$ cat src/rtl/bcd_timer_ctrl_pkg.sv
// Shared definitions for the BCD stopwatch/countdown controller.
//   stw_state_e  : FSM state codes (3 bits, exported on the state port)
//   digit_limit  : wrap value of BCD digit idx (5 for the tens-of-seconds
//                  digit in MM:SS mode, 9 otherwise)
package bcd_timer_ctrl_pkg;

  typedef enum logic [2:0] {
    STW         = 3'd0,
    STW_COUNT   = 3'd1,
    STW_PAUSE   = 3'd2,
    STW_SETTING = 3'd3,
    STW_DONE    = 3'd4
  } stw_state_e;

  function automatic logic [3:0] digit_limit(input int unsigned idx, input bit mmss);
    return (mmss && idx == 1) ? 4'd5 : 4'd9;
  endfunction

endpackage

$ cat src/rtl/bcd_digit_step.sv
// One BCD digit of the stepping chain (combinational).
//   en           : step this digit (carry/borrow-in from the digit below)
//   up           : 1 = increment, 0 = decrement
//   d            : current digit value
//   q            : stepped digit value (d when en=0)
//   carry_borrow : digit wrapped (LIMIT->0 going up, 0->LIMIT going down)
module bcd_digit_step
  import bcd_timer_ctrl_pkg::*;
#(
  parameter logic [3:0] LIMIT = 4'd9
) (
  input  logic       en,
  input  logic       up,
  input  logic [3:0] d,
  output logic [3:0] q,
  output logic       carry_borrow
);

  always_comb begin
    q            = d;
    carry_borrow = 1'b0;
    if (en) begin
      if (up) begin
        if (d == LIMIT) begin
          q            = '0;
          carry_borrow = 1'b1;
        end else begin
          q = d + 4'd1;
        end
      end else begin
        if (d == '0) begin
          q            = LIMIT;
          carry_borrow = 1'b1;
        end else begin
          q = d - 4'd1;
        end
      end
    end
  end

endmodule

$ cat src/rtl/bcd_timer_ctrl.sv
// Stopwatch / countdown controller: FSM, editable BCD preset, BCD counter
// stepped on tick, latched alarm.
//   clk, rst_n                : clock, async active-low reset
//   tick                      : 1-cycle count-rate enable
//   pb_start, pb_ps           : start/stop/acknowledge, pause/resume pulses
//   pb_sel, pb_inc            : edit cursor advance / digit increment pulses
//   switch, mode_up           : request SETTING, count direction for next start
//   count                     : live BCD value (digit i = count[4i+3:4i])
//   cursor                    : digit being edited
//   state                     : FSM state code
//   count_enable, done, alarm : COUNT indicator, DONE-entry pulse, DONE indicator
module bcd_timer_ctrl
  import bcd_timer_ctrl_pkg::*;
#(
  parameter int unsigned         DIGITS      = 4,
  parameter bit                  MMSS        = 1'b1,
  parameter logic [4*DIGITS-1:0] PRESET_INIT = (4*DIGITS)'(16'h0130)
) (
  input  logic                       clk,
  input  logic                       rst_n,
  input  logic                       tick,
  input  logic                       pb_start,
  input  logic                       pb_ps,
  input  logic                       pb_sel,
  input  logic                       pb_inc,
  input  logic                       switch,
  input  logic                       mode_up,
  output logic [4*DIGITS-1:0]        count,
  output logic [$clog2(DIGITS)-1:0]  cursor,
  output logic [2:0]                 state,
  output logic                       count_enable,
  output logic                       done,
  output logic                       alarm
);

  localparam int unsigned W  = 4 * DIGITS;
  localparam int unsigned CW = $clog2(DIGITS);

  stw_state_e      state_q, state_d;
  logic [W-1:0]    preset_q, preset_d, preset_inc;
  logic [W-1:0]    count_q, count_d, stepped, term;
  logic [CW-1:0]   cursor_q, cursor_d, cursor_next;
  logic            dir_q, dir_d;
  logic            done_q;
  logic [DIGITS:0] chain;

  // Stepping chain, LSB -> MSB; always computed, only used on tick in COUNT.
  assign chain[0] = 1'b1;
  for (genvar g = 0; g < DIGITS; g++) begin : g_digit
    bcd_digit_step #(.LIMIT(digit_limit(g, MMSS))) u_step (
      .en           (chain[g]),
      .up           (dir_q),
      .d            (count_q[4*g +: 4]),
      .q            (stepped[4*g +: 4]),
      .carry_borrow (chain[g+1])
    );
  end

  assign term        = dir_q ? preset_q : '0;
  assign cursor_next = (cursor_q == CW'(DIGITS - 1)) ? '0 : cursor_q + CW'(1);

  always_comb begin
    preset_inc = preset_q;
    for (int unsigned i = 0; i < DIGITS; i++) begin
      if (CW'(i) == cursor_q) begin
        if (preset_q[4*i +: 4] == digit_limit(i, MMSS))
          preset_inc[4*i +: 4] = '0;
        else
          preset_inc[4*i +: 4] = preset_q[4*i +: 4] + 4'd1;
      end
    end
  end

  always_comb begin
    state_d  = state_q;
    preset_d = preset_q;
    count_d  = count_q;
    cursor_d = cursor_q;
    dir_d    = dir_q;
    case (state_q)
      STW: begin
        count_d = preset_q;
        if (pb_start) begin
          dir_d   = mode_up;
          count_d = mode_up ? '0 : preset_q;
          // Start value equals terminal value in both directions when preset is 0.
          state_d = (preset_q == '0) ? STW_DONE : STW_COUNT;
        end else if (switch) begin
          state_d = STW_SETTING;
        end
      end
      STW_COUNT: begin
        if (pb_start) begin
          state_d = STW;
          count_d = preset_q;
        end else begin
          if (tick) count_d = stepped;
          // Full-width wrap also ends the run, so an unreachable preset cannot
          // leave the counter running forever.
          if (tick && (stepped == term || chain[DIGITS]))
            state_d = STW_DONE;
          else if (pb_ps)
            state_d = STW_PAUSE;
        end
      end
      STW_PAUSE: begin
        if (pb_start) begin
          state_d = STW;
          count_d = preset_q;
        end else if (pb_ps) begin
          state_d = STW_COUNT;
        end
      end
      STW_SETTING: begin
        if (pb_inc) preset_d = preset_inc;
        if (pb_sel) cursor_d = cursor_next;
        count_d = preset_d;
        if (!switch) begin
          state_d  = STW;
          cursor_d = '0;
        end
      end
      STW_DONE: begin
        if (pb_start) begin
          state_d = STW;
          count_d = preset_q;
        end
      end
      default: begin
        state_d = STW;
        count_d = preset_q;
      end
    endcase
  end

  always_ff @(posedge clk or negedge rst_n) begin
    if (!rst_n) begin
      state_q  <= STW;
      preset_q <= PRESET_INIT;
      count_q  <= PRESET_INIT;
      cursor_q <= '0;
      dir_q    <= 1'b0;
      done_q   <= 1'b0;
    end else begin
      state_q  <= state_d;
      preset_q <= preset_d;
      count_q  <= count_d;
      cursor_q <= cursor_d;
      dir_q    <= dir_d;
      done_q   <= (state_d == STW_DONE) && (state_q != STW_DONE);
    end
  end

  assign count        = count_q;
  assign cursor       = cursor_q;
  assign state        = state_q;
  assign count_enable = (state_q == STW_COUNT);
  assign alarm        = (state_q == STW_DONE);
  assign done         = done_q;

endmodule

$ cat config.mk
export PLATFORM = sky130hd
export DESIGN_NAME = bcd_timer_ctrl
export DESIGN_NICKNAME = d
export VERILOG_FILES = /design/src/rtl/bcd_timer_ctrl_pkg.sv /design/src/rtl/bcd_digit_step.sv /design/src/rtl/bcd_timer_ctrl.sv
export SDC_FILE = /design/constraint.sdc
export NUM_CORES = 1
export LEC_CHECK = 0
export CAP_MARGIN = 20
export CORE_ASPECT_RATIO = 1.5
export CORE_MARGIN = 1
export CORE_UTILIZATION = 45
export DETAILED_ROUTE_END_ITERATION = 8
export SLEW_MARGIN = 20
export SYNTH_ARGS = -nofsm -noshare
export SYNTH_HDL_FRONTEND = slang
export SYNTH_SLANG_ARGS = --single-unit
$ cat constraint.sdc
create_clock -name clk -period 4 [get_ports clk]
set_input_delay 0.8 -clock clk [delete_from_list [all_inputs] [get_ports clk]]
set_output_delay 0.8 -clock clk [all_outputs]
set_load 0.05 [all_outputs]
==> impl_metrics.csv <==
group,metric,value,unit
critical_path,startpoint_type,"flop",
worst_hold_path,hold_depth,2,
yosys,yosysWarnings,0,
die,coreArea,8520,um2
critical_path,cp.arrival,3.62,ns
critical_path,worst-r2r-cell-count,8,
cts,root_buffer,"clkbuf_16",
yosys,yosys.area_share.simple,29.3,%
critical_path,required,4.15,ns
finish,fin_nets,552,
die,core.rowCount,41,
critical_path,r2r-start,"count[3]$_DFFE_PN0P_",
critical_path,path_max_fanout,16,
timing,tns,0,ns
cts,clock_latency,0.29,ns
critical_path,cp-endpoint,"state[0]$_DFF_PN0_",
timing,finalCritPeriodShare,86.7,%
yosys,syn_area,3990,um2
cts,postCtsSetupRepairBufs,0,
yosys,async_flop_share,100,%
pwr,irDropWorstVdd,0.000523,V
detailed_routing,route.detailed.drc,0,
cts,post_cts_resized,0,
cts,clk_path_buf_depth,2,
timing,clock_skew,0.00825,ns
pwr,power_density,778,nW/um2
finish,mostFrequentLayoutCell,"nand2_1",
detailed_routing,wirelength,12300,um
global_route,antenna_found_initial,0,
die,dieArea,9250,um2
pwr,p_leak,1.78,nW
detailed_routing,dr_total_vias,4114,
worst_hold_path,hold_path_class,"reg2reg",
timing,min_period,3.47,ns
yosys,synthXorXnorAreaFrac,4.17,%
yosys,ys.flop_type,"dfrtp_1",
finish,area_delta_synth_final,10.9,%
yosys,synth_nets,560,
critical_path,critPathCaptureType,"flop",
detailed_routing,drt_iter0_drc,259,
yosys,synthMuxAreaShare,1.57,%
global_route,grt_max_degree,40,
timing,finalSetupViolCount,0,
die,pin_count,33,
cts,clkTransAtPathRegs,0.06,ns
global_route,track_usage,27.8,%
detailed_routing,drtPass1Iterations,5,
yosys,post_synth_fa_ha_maj_area_fraction,1.25,%
cts,postCtsHoldBufs,0,
finish,final.fill_count,866,
timing,hold_viol_final,0,
status,status,"completed",
finish,drive_gt1_share,8.33,%
timing,max_freq,288,MHz
placement,place_congestion,0.946,
yosys,ys_seq_area_share,24.7,%
detailed_routing,viasPerCell,6.36,
timing,finalMaxSlewViolations,0,
die,initial_core_util,46.8,%
placement,io_buffers,32,
cts,cts_buffers,5,
detailed_routing,wl_per_cell,19.0,um
global_route,grt_pass1_wl,20100,um
cts,cts_max_level,2,
yosys,synth_top_family_by_area,"compound AO/OA/AOI/OAI gates",
yosys,synth_edf_count,0,
critical_path,r2r_slack,0.53,ns
placement,place_hpwl,8940,um
die,die_w,78.9,um
timing,max-slew-margin-rel,35.8,%
placement,postPlaceCellArea,4250,um2
finish,layout_common_cells,"nand2_1 (58), o21ai_0 (49), nor2_1 (44)",
timing,rsz0062_at_grt,"no",
global_route,grt_pass1_vias,3782,
critical_path,reg2reg_to,"state[0]$_DFF_PN0_",
pwr,total_power,3.44,mW
finish,diodes,0,
critical_path,path_class,"reg2reg",
critical_path,critPathLaunch,"count[3]$_DFFE_PN0P_",
finish,final_area,4430,um2
yosys,synth_compound_area_share,30.8,%
detailed_routing,antenna_left,0,
timing,tightestPinTransition,0.962,ns
yosys,synth_cells,547,
global_route,grt-ovfl-total,0,
cts,cts.sinks,39,
yosys,synth.distinct_cells,75,
cts,cts_tree,"done",
yosys,avgSynthCellArea,7.29,um2
yosys,ys_ff_latch,39,
run,drv_cap,0,
die,die_height,117,um
[kinds of logic after synthesis]
| kind of cell | after synthesis |
|---|---|
| buf+inv | 77 |
| fa+ha+maj | 4 |
| simple gates | 223 |
| compound gates | 179 |
| xor+xnor | 19 |
| mux | 6 |
| flops | 39 |
[critical path: stages (launching register included)]
cell and delay (ns):
dfrtp_1 0.63, and3_1 0.26, o21ai_1 0.32, nor3_4 0.46, o32ai_1 0.14, or4_1 0.52
nor4_2 0.34, a21oi_1 0.12, or4_1 0.54
[metrics by stage]
step / hold WS (ns) / utilization [%] / setup WS [ns] / std cells
finish: 0.561 / 52.0 / 0.533 / 647
global route: 0.592 / 52.0 / 0.331 / 647
CTS: 0.561 / 52.0 / 0.562 / 647
detailed placement: 0.551 / 49.9 / 0.599 / 639
global placement: 0.541 / 49.9 / 0.699 / 639
floorplan: 0.504 / - / 1.00 / 547
[power by group]
group          internal (mW)  switching (mW)  leakage (nW)  total (mW)
sequential             0.527           0.336         0.503       0.863
combinational          0.783            1.32          1.19        2.10
clock                  0.310           0.164        0.0868       0.474
[registers in the layout, summed over array words and instances, names as in the netlist]
register and flops:
count 16, cursor 2, dir_q 1, done 1
preset_q 16, state 3
[area by class of cell]
| cell class | instances | area (um2) | area share (%) |
|---|---|---|---|
| clock inverters | 2 | 35.0 | 0.792 |
| flip-flops and latches | 39 | 985 | 22.3 |
| well taps | 107 | 134 | 3.03 |
| repair buffers | 40 | 375 | 8.48 |
| clock buffers | 6 | 139 | 3.14 |
| multi-input cells | 431 | 2680 | 60.4 |
| inverters | 22 | 82.6 | 1.87 |
[cells in the mapped netlist, types with 9 or more instances]
library cell | count | area [um2]
nor2_1 | 44 | 165
a21oi_1 | 29 | 145
buf_2 | 9 | 45.0
inv_1 | 22 | 82.6
nand3_1 | 17 | 85.1
nor2b_1 | 11 | 68.8
clkbuf_1 | 38 | 143
nand2b_1 | 12 | 75.1
xor2_1 | 11 | 96.3
nand2_1 | 58 | 218
and3_1 | 13 | 81.3
o21ai_0 | 49 | 245
dfrtp_1 | 33 | 826
nor3_1 | 18 | 90.1
[per-layer routing]
layer  routed length (um)  track usage (%)  share of wire, %  up-vias
met4                  469             12.5               3.8        0
li1                     -                -                 -     1999
met3                  600             3.27               4.9       27
met1                 5200             35.9                42     1946
met2                 6050             45.6                49      142
met5                    0                0                 0        -
[worst min path at each step]
stage	startpoint	to	slack, ns
finish	preset_q[8]$_DFFE_PN1P_	preset_q[8]$_DFFE_PN1P_	0.56
global route	preset_q[4]$_DFFE_PN1P_	preset_q[4]$_DFFE_PN1P_	0.59
CTS	preset_q[8]$_DFFE_PN1P_	preset_q[8]$_DFFE_PN1P_	0.56
detailed placement	preset_q[8]$_DFFE_PN1P_	preset_q[8]$_DFFE_PN1P_	0.55
global placement	preset_q[8]$_DFFE_PN1P_	preset_q[8]$_DFFE_PN1P_	0.54
floorplan	rst_n	count[0]$_DFFE_PN0P_	0.50
No activity file was read; power rests on OpenSTA's default activity.
